### config.mk
export PLATFORM = sky130hd
export DESIGN_NAME = rsa_modexp_decrypt
export DESIGN_NICKNAME = d
export VERILOG_FILES = /design/src/rtl/rsa_modexp_decrypt.sv
export SDC_FILE = /design/constraint.sdc
export NUM_CORES = 1
export LEC_CHECK = 0
export BUFFER_PORTS_ARGS = -buffer_cell sky130_fd_sc_hd__buf_2
export CAP_MARGIN = 5
export CELL_PAD_IN_SITES_DETAIL_PLACEMENT = 1
export CELL_PAD_IN_SITES_GLOBAL_PLACEMENT = 2
export CORE_MARGIN = 4
export CORE_UTILIZATION = 30
export CTS_CLUSTER_DIAMETER = 60
export DETAILED_ROUTE_END_ITERATION = 8
export GPL_TIMING_DRIVEN = 0
export PLACE_DENSITY = 0.74
export SKIP_CTS_REPAIR_TIMING = 1
export SLEW_MARGIN = 20
export SYNTH_ARGS = -nofsm -noshare
export SYNTH_HDL_FRONTEND = slang
export SYNTH_SLANG_ARGS = --single-unit
### constraint.sdc
create_clock -name clk -period 7.5 [get_ports clk]
set_clock_uncertainty 0.1 [all_clocks]
set_input_delay 0 -clock clk [delete_from_list [all_inputs] [get_ports clk]]
set_output_delay 0 -clock clk [all_outputs]
set_load 0.05 [all_outputs]
### src/rtl/rsa_modexp_decrypt.sv
// RSA decryption stage: M = C^d mod n using constant-time left-to-right
// square-and-multiply. Each modular multiply is a bit-serial Blakley
// shift-add that takes W cycles, MSB of the multiplier first.
module rsa_modexp_decrypt #(
  parameter int unsigned W = 16
) (
  input  logic         clk,
  input  logic         rst,
  input  logic         start,
  input  logic [W-1:0] C,
  input  logic [W-1:0] d,
  input  logic [W-1:0] n,
  output logic [W-1:0] M,
  output logic         done,
  output logic         busy,
  output logic         err
);

  localparam int unsigned CW = (W > 1) ? $clog2(W) : 1;
  localparam logic [CW-1:0] LastIdx = CW'(W - 1);

  typedef enum logic [2:0] {
    StIdle,
    StReduce,
    StSqr,
    StMul,
    StDone
  } state_e;

  state_e        state_q, state_d;
  logic [W-1:0]  c_q, c_d;
  logic [W-1:0]  d_q, d_d;
  logic [W-1:0]  n_q, n_d;
  logic [W-1:0]  res_q, res_d;
  logic [W-1:0]  base_q, base_d;
  logic [W-1:0]  acc_q, acc_d;
  logic [CW-1:0] cnt_q, cnt_d;
  logic [CW-1:0] k_q, k_d;
  logic [W-1:0]  m_q, m_d;
  logic          done_q, done_d;
  logic          err_q, err_d;

  logic [W-1:0]  op_a, op_b;
  logic [W:0]    wide_n;
  logic [W:0]    t;
  logic [W-1:0]  prod;
  logic          last;

  // One Blakley step: r <- (2r + b[i]*a) mod n, kept below n at every stage.
  always_comb begin
    op_a   = '0;
    op_b   = '0;
    unique case (state_q)
      StReduce: begin
        op_a = W'(1);
        op_b = c_q;
      end
      StSqr: begin
        op_a = res_q;
        op_b = res_q;
      end
      StMul: begin
        op_a = res_q;
        op_b = base_q;
      end
      default: ;
    endcase
    wide_n = {1'b0, n_q};
    t      = {acc_q, 1'b0};
    if (t >= wide_n) t = t - wide_n;
    if (op_b[cnt_q]) t = t + {1'b0, op_a};
    if (t >= wide_n) t = t - wide_n;
    prod   = t[W-1:0];
    last   = (cnt_q == '0);
  end

  // Next-state and datapath register updates for the exponentiation sequence.
  always_comb begin
    state_d = state_q;
    c_d     = c_q;
    d_d     = d_q;
    n_d     = n_q;
    res_d   = res_q;
    base_d  = base_q;
    acc_d   = acc_q;
    cnt_d   = cnt_q;
    k_d     = k_q;
    m_d     = m_q;
    done_d  = 1'b0;
    err_d   = err_q;
    unique case (state_q)
      StIdle: begin
        if (start) begin
          c_d   = C;
          d_d   = d;
          n_d   = n;
          res_d = W'(1);
          acc_d = '0;
          cnt_d = LastIdx;
          k_d   = LastIdx;
          err_d = 1'b0;
          if ((n == '0) || (n == W'(1))) state_d = StDone;
          else                           state_d = StReduce;
        end
      end
      StReduce: begin
        acc_d = prod;
        cnt_d = cnt_q - CW'(1);
        if (last) begin
          base_d  = prod;
          acc_d   = '0;
          cnt_d   = LastIdx;
          state_d = StSqr;
        end
      end
      StSqr: begin
        acc_d = prod;
        cnt_d = cnt_q - CW'(1);
        if (last) begin
          res_d   = prod;
          acc_d   = '0;
          cnt_d   = LastIdx;
          state_d = StMul;
        end
      end
      StMul: begin
        acc_d = prod;
        cnt_d = cnt_q - CW'(1);
        if (last) begin
          // Product is always computed; only the commit depends on the key bit.
          if (d_q[k_q]) res_d = prod;
          acc_d = '0;
          cnt_d = LastIdx;
          if (k_q == '0) begin
            state_d = StDone;
          end else begin
            k_d     = k_q - CW'(1);
            state_d = StSqr;
          end
        end
      end
      StDone: begin
        done_d  = 1'b1;
        state_d = StIdle;
        if (n_q == '0) begin
          m_d   = '0;
          err_d = 1'b1;
        end else if (n_q == W'(1)) begin
          m_d = '0;
        end else begin
          m_d = res_q;
        end
      end
      default: state_d = StIdle;
    endcase
  end

  // State and datapath registers, cleared asynchronously by rst.
  always_ff @(posedge clk or posedge rst) begin
    if (rst) begin
      state_q <= StIdle;
      c_q     <= '0;
      d_q     <= '0;
      n_q     <= '0;
      res_q   <= '0;
      base_q  <= '0;
      acc_q   <= '0;
      cnt_q   <= '0;
      k_q     <= '0;
      m_q     <= '0;
      done_q  <= 1'b0;
      err_q   <= 1'b0;
    end else begin
      state_q <= state_d;
      c_q     <= c_d;
      d_q     <= d_d;
      n_q     <= n_d;
      res_q   <= res_d;
      base_q  <= base_d;
      acc_q   <= acc_d;
      cnt_q   <= cnt_d;
      k_q     <= k_d;
      m_q     <= m_d;
      done_q  <= done_d;
      err_q   <= err_d;
    end
  end

  // Outputs come straight from registers or decoded state.
  always_comb begin
    M    = m_q;
    done = done_q;
    err  = err_q;
    busy = (state_q == StReduce) || (state_q == StSqr) || (state_q == StMul);
  end

endmodule

# After elaboration in Yosys (flattened, before gate mapping)
# Index checks and enable logic that the tools add are counted.
dict set report totals {
  rom_bits 0
  mem_bits_rw 0
  latch_bits 0
  elab_cells 91
  mem_count 0
  out_inout_bits 19
  ff_bits 125
}
dict set report op_classes {
  div 0
  reduce_logical 21
  order_cmp 4
  muxes 36
  addsub 5
  multipliers 0
  shifts 0
  eq_ne 13
  bitwise 0
}
# cell count
set op_table {}
lappend op_table {{$mux 16} 9}
lappend op_table {{$pmux 16 s3} 2}
lappend op_table {{$pmux 16 s2} 2}
lappend op_table {{$ge 17x16->1} 2}
lappend op_table {{$mux 17} 2}
lappend op_table {{$eq 16x1->1 const B} 2}
lappend op_table {{$logic_not 16->1} 2}
lappend op_table {{$mux 3} 6}
lappend op_table {{$add 17x16->17} 1}
lappend op_table {{$sub 17x16->17} 1}
lappend op_table {{$mux 4} 4}
lappend op_table {{$pmux 4 s2} 2}
lappend op_table {{$sub 16x16->16} 1}
lappend op_table {{$ne 2x2->1 const B} 7}
lappend op_table {{$pmux 3 s4} 1}
lappend op_table {{$lt 4x5->1 const B} 2}
lappend op_table {{$bmux 1 s4} 2}
lappend op_table {{$logic_not 4->1} 2}
lappend op_table {{$reduce_and 4->1} 2}
lappend op_table {{$sub 4x1->4 const B} 2}
lappend op_table {{$eq 3x2->1 const B} 2}
lappend op_table {{$reduce_and 2->1} 3}
lappend op_table {{$reduce_bool 2->1} 3}
lappend op_table {{$mux 1} 5}
lappend op_table {{10 further kinds} 12}

# Logic depth before layout (Yosys ltp)
dict set report logic_depth {
  word_depth 10
  depth_mapped 31
  mapped_depth_nobuf 29
}

# Worst setup path before layout
# OpenSTA, ideal clock, no wires.
dict set report synth_path {
  path_kind {reg2reg}
  start {reg n_q[11]}
  end {reg base_q[10]}
  stages_incl_launch_ff 29
  t_arrival_ps 6428
  slack_ps 848
  setup_time_ps 125
  n_path_buf 3
  path_cell_list {dfrtp_1 inv_1 ha_1 clkbuf_1 nand4_1 or4_1 and2_1 o21ai_1 and2_1 clkbuf_1 buf_2 mux2_2 ha_1 o21ai_0 o2bb2ai_1 a2111oi_0 nor2_1 a211o_1 xnor2_1 mux2_2 ha_1 inv_1 nor2_1 or3_1 o221ai_1 nand3_1 mux2i_4 mux2_4 mux2_2}
}
dict set report synth_between {
  elab_chain_cells 6
  elab_cells_between_ends 8
}
# item line
set synth_rtl {}
lappend synth_rtl {{from (decl)} 33} ;# logic [W-1:0] n_q, n_d;
lappend synth_rtl {{from (signal assigned)} 177} ;# n_q <= n_d;
lappend synth_rtl {{$sub 17x16->17 or $ge 17x16->1 (tied branches)} 70} ;# if (t >= wide_n) t = t - wide_n;
lappend synth_rtl {{$mux 17} 70}
lappend synth_rtl {{$add 17x16->17} 71} ;# if (op_b[cnt_q]) t = t + {1'b0, op_a};
lappend synth_rtl {{$mux 17} 71}
lappend synth_rtl {{$ge 17x16->1 or $sub 16x16->16 (tied branches)} 72} ;# if (t >= wide_n) t = t - wide_n;
lappend synth_rtl {{$mux 16 (*)} 72}
lappend synth_rtl {{to (signal assigned)} 179} ;# base_q <= base_d;
lappend synth_rtl {{to (decl)} 35} ;# logic [W-1:0] base_q, base_d;
# Every way passes the cells marked *; elsewhere a longest branch is shown, timed or not.
# A chain may end at the register's enable or synchronous reset.

# Worst setup path after layout
dict set report layout_path {
  start {reg n_q[8]}
  end {reg base_q[10]}
}
dict set report layout_between {
  elab_chain_cells 6
  elab_cells_between_ends 8
}
# item line
set layout_rtl {}
lappend layout_rtl {{$sub 17x16->17 or $ge 17x16->1 (tied branches)} 70}
lappend layout_rtl {{$mux 17} 70}
lappend layout_rtl {{$add 17x16->17} 71}
lappend layout_rtl {{$mux 17} 71}
lappend layout_rtl {{$sub 16x16->16 or $ge 17x16->1 (tied branches)} 72}
lappend layout_rtl {{$mux 16 (*)} 72}
# Marks and branches as above.

==> flow_metrics.py <==
metrics = {
    "placed_design": {
        "post_dp_cell_area_um2": 9430,
        "port_buffers": 69,
        "gp_congestion": 0.862,
        "hpwl_um": 22200,
        "dp_cells": 1416,
    },
    "route": {
        "wl_um": 28800,
        "viasPerCell": 5.15,
        "drt_iter0_drc": 388,
        "drc": 0,
        "firstDrtPassIters": 4,
        "final_antenna_net_count": 0,
        "vias": 7720,
        "wl_per_cell_um": 19.2,
    },
    "logic_synthesis": {
        "synth_ff_type": "dfrtp_1",
        "synthArstFlopShare_pct": 100,
        "netlist_top_cells_area": "dfrtp_1 37%, nand2_1 8.6%, ha_1 7.7%, mux2_2 4.9%, o21ai_0 2.7%",
        "syn_area_um2": 8570,
        "yosysTopAreaCell": "dfrtp_1",
        "synth_nets": 1075,
        "synth_edf_count": 0,
        "syn_inst": 968,
        "ys.warnings.count": 0,
        "synth_cell_types": 77,
        "yosysSeqAreaShare_pct": 36.5,
        "synth-seq-cells": 125,
        "syn_area_per_cell_um2": 8.85,
        "yosys.area.top_type_share_pct": 36.5,
    },
    "finish": {
        "nNetsFinal": 1216,
        "final_cell_mix": "196 x nand2_1, 125 x dfrtp_1, 73 x buf_2",
        "synthToLayoutAreaGrowth_pct": 26.3,
        "nFillCells": 3303,
        "final-instance-count-excl-fill": 1500,
        "mostFrequentLayoutCell": "nand2_1",
        "final_design_area_no_fill_um2": 10800,
        "drive_gt1_share_pct": 17.8,
    },
    "worst_hold_path": {
        "hp-class": "input port to flop",
        "hold-path-cell-count": 5,
        "min_to": "state_q[0]",
        "min_from": "start",
    },
    "die": {
        "dieHeight_um": 177,
        "dieArea_um2": 31300,
        "fp-row-count": 61,
        "boundaryPins": 70,
        "initial_core_util_pct": 30.6,
        "core_um2": 28000,
        "chipWidth_um": 177,
    },
    "global_routing": {
        "grt_max_degree": 99,
        "grt_overflow": 0,
        "track_usage_pct": 18.3,
        "grt_antenna_before_repair": 1,
        "grt_pass1_vias": 7715,
        "grt_pass1_wl_um": 44300,
    },
    "worst_setup_path": {
        "r2r-end": "base_q[10]",
        "crit_path_frequent_cell": "mux2_2",
        "cp.arrival_ns": 7.51,
        "required_ns": 7.71,
        "path_class": "flop to flop",
        "cp_max_fo": 10,
        "endpoint_kind": "flop",
        "path_buf_inv": 5,
        "critPathLaunchType": "flop",
        "slowest_delay_ns": 0.59,
        "r2r-start": "n_q[8]",
        "slowest_stage": "or4_1",
        "r2r_slack_ns": 0.20,
        "cp_top_family": "simple AND/OR/NAND/NOR gates",
        "ff2ff_path_depth": 29,
    },
    "clock_tree": {
        "cts-htree-levels": 4,
        "clk_latency_ns": 0.43,
        "clkTransAtPathRegs_ns": 0.06,
        "clk_path_buf_depth": 2,
        "clock-root-buffer": "clkbuf_16",
        "cts_tree": "yes",
        "cts_sinks": 125,
        "cts_made_buffers": 17,
    },
    "timing": {
        "finalSetupViolCount": 0,
        "clock.fmax_mhz": 137,
        "slew_headroom_pct": 38.4,
        "drv_slew": 0,
        "hold_viol": 1,
        "whs_ns": -0.0270,
        "post-route-period-util_pct": 97.3,
        "setup_tns_ns": 0,
        "worst_pin_slew_ns": 0.922,
        "period_needed_ns": 7.30,
    },
    "outcome": {
        "violations": "hold timing",
        "status": "complete, but fails checks",
    },
    "job": {
        "drv_cap": 0,
    },
}
==> kinds of logic after synthesis <==
kind of cell	share of synthesized area (%)
adder cells (fa/ha/maj)	8.44
buffers and inverters	4.23
multiplexers	10.6
AO/OA/AOI/OAI	18.0
flip-flops	36.5
AND/OR/NAND/NOR	18.7
XOR/XNOR	3.48
==> worst max path at each step <==
stage                     startpoint          to  cells after the start
after floorplan              n_q[11]  base_q[10]                     28
after global placement       n_q[10]  base_q[13]                     29
after detailed placement     n_q[10]  base_q[13]                     29
after CTS                    n_q[10]  base_q[13]                     29
after global routing          n_q[8]  base_q[10]                     29
final                         n_q[8]  base_q[10]                     29
==> worst min-delay path, stage by stage <==
cell and delay [ns]:
buf_2 0.10, mux2i_1 0.07, nor2_1 0.09, a22oi_1 0.09, nor2_1 0.10
==> layout make-up <==
| class | count | area, µm² | area share, % |
|---|---|---|---|
| timing repair buffer | 125 | 923 | 8.53 |
| clock inverter | 12 | 165 | 1.53 |
| antenna | 2 | 5.00 | 0.0462 |
| sequential | 125 | 3130 | 28.9 |
| tap | 378 | 473 | 4.37 |
| multi-input combinational | 753 | 5320 | 49.1 |
| inverter | 43 | 169 | 1.56 |
| clock buffer | 18 | 439 | 4.06 |
| buffer | 44 | 205 | 1.90 |
==> per-stage QoR <==
| stage | setup WS [ns] | util, % |
|---|---|---|
| final | 0.200 | 38.6 |
| after detailed placement | -0.857 | 33.7 |
| after global placement | -0.753 | 33.5 |
| after CTS | -0.890 | 35.8 |
| after floorplan | 0.848 | - |
| after global routing | -0.0905 | 38.6 |
==> per-layer routing <==
| metal | vias up | routed length, µm | track usage (%) |
|---|---|---|---|
| met5 | - | 0 | 0 |
| met4 | 0 | 413 | 4.96 |
| met3 | 23 | 1100 | 2.71 |
| met2 | 118 | 13400 | 28.9 |
| met1 | 3840 | 14000 | 26.4 |
| li1 | 3739 | - | - |
==> cell usage after synthesis, drive strengths merged (9+ instances only) <==
cell      n
nor4     11
a21o     15
mux2i    22
ha       53
xnor2    22
nor3     19
a21oi    39
mux2     47
nand3    13
and2     19
o21ai    70
xor2     12
inv      42
nand2   196
a221oi   13
a31oi     9
dfrtp   125
a22o     11
nor2     58
buf      11
clkbuf   36
==> state kept, by name, indices dropped and copies added, names as in the netlist, 16 cells and up <==
register / cells
res_q: 16
base_q: 16
n_q: 16
c_q: 16
M: 16
d_q: 16
acc_q: 16
Power is not shown: default switching activity piles up to over one toggle a cycle in this logic, so the estimate is an artifact.
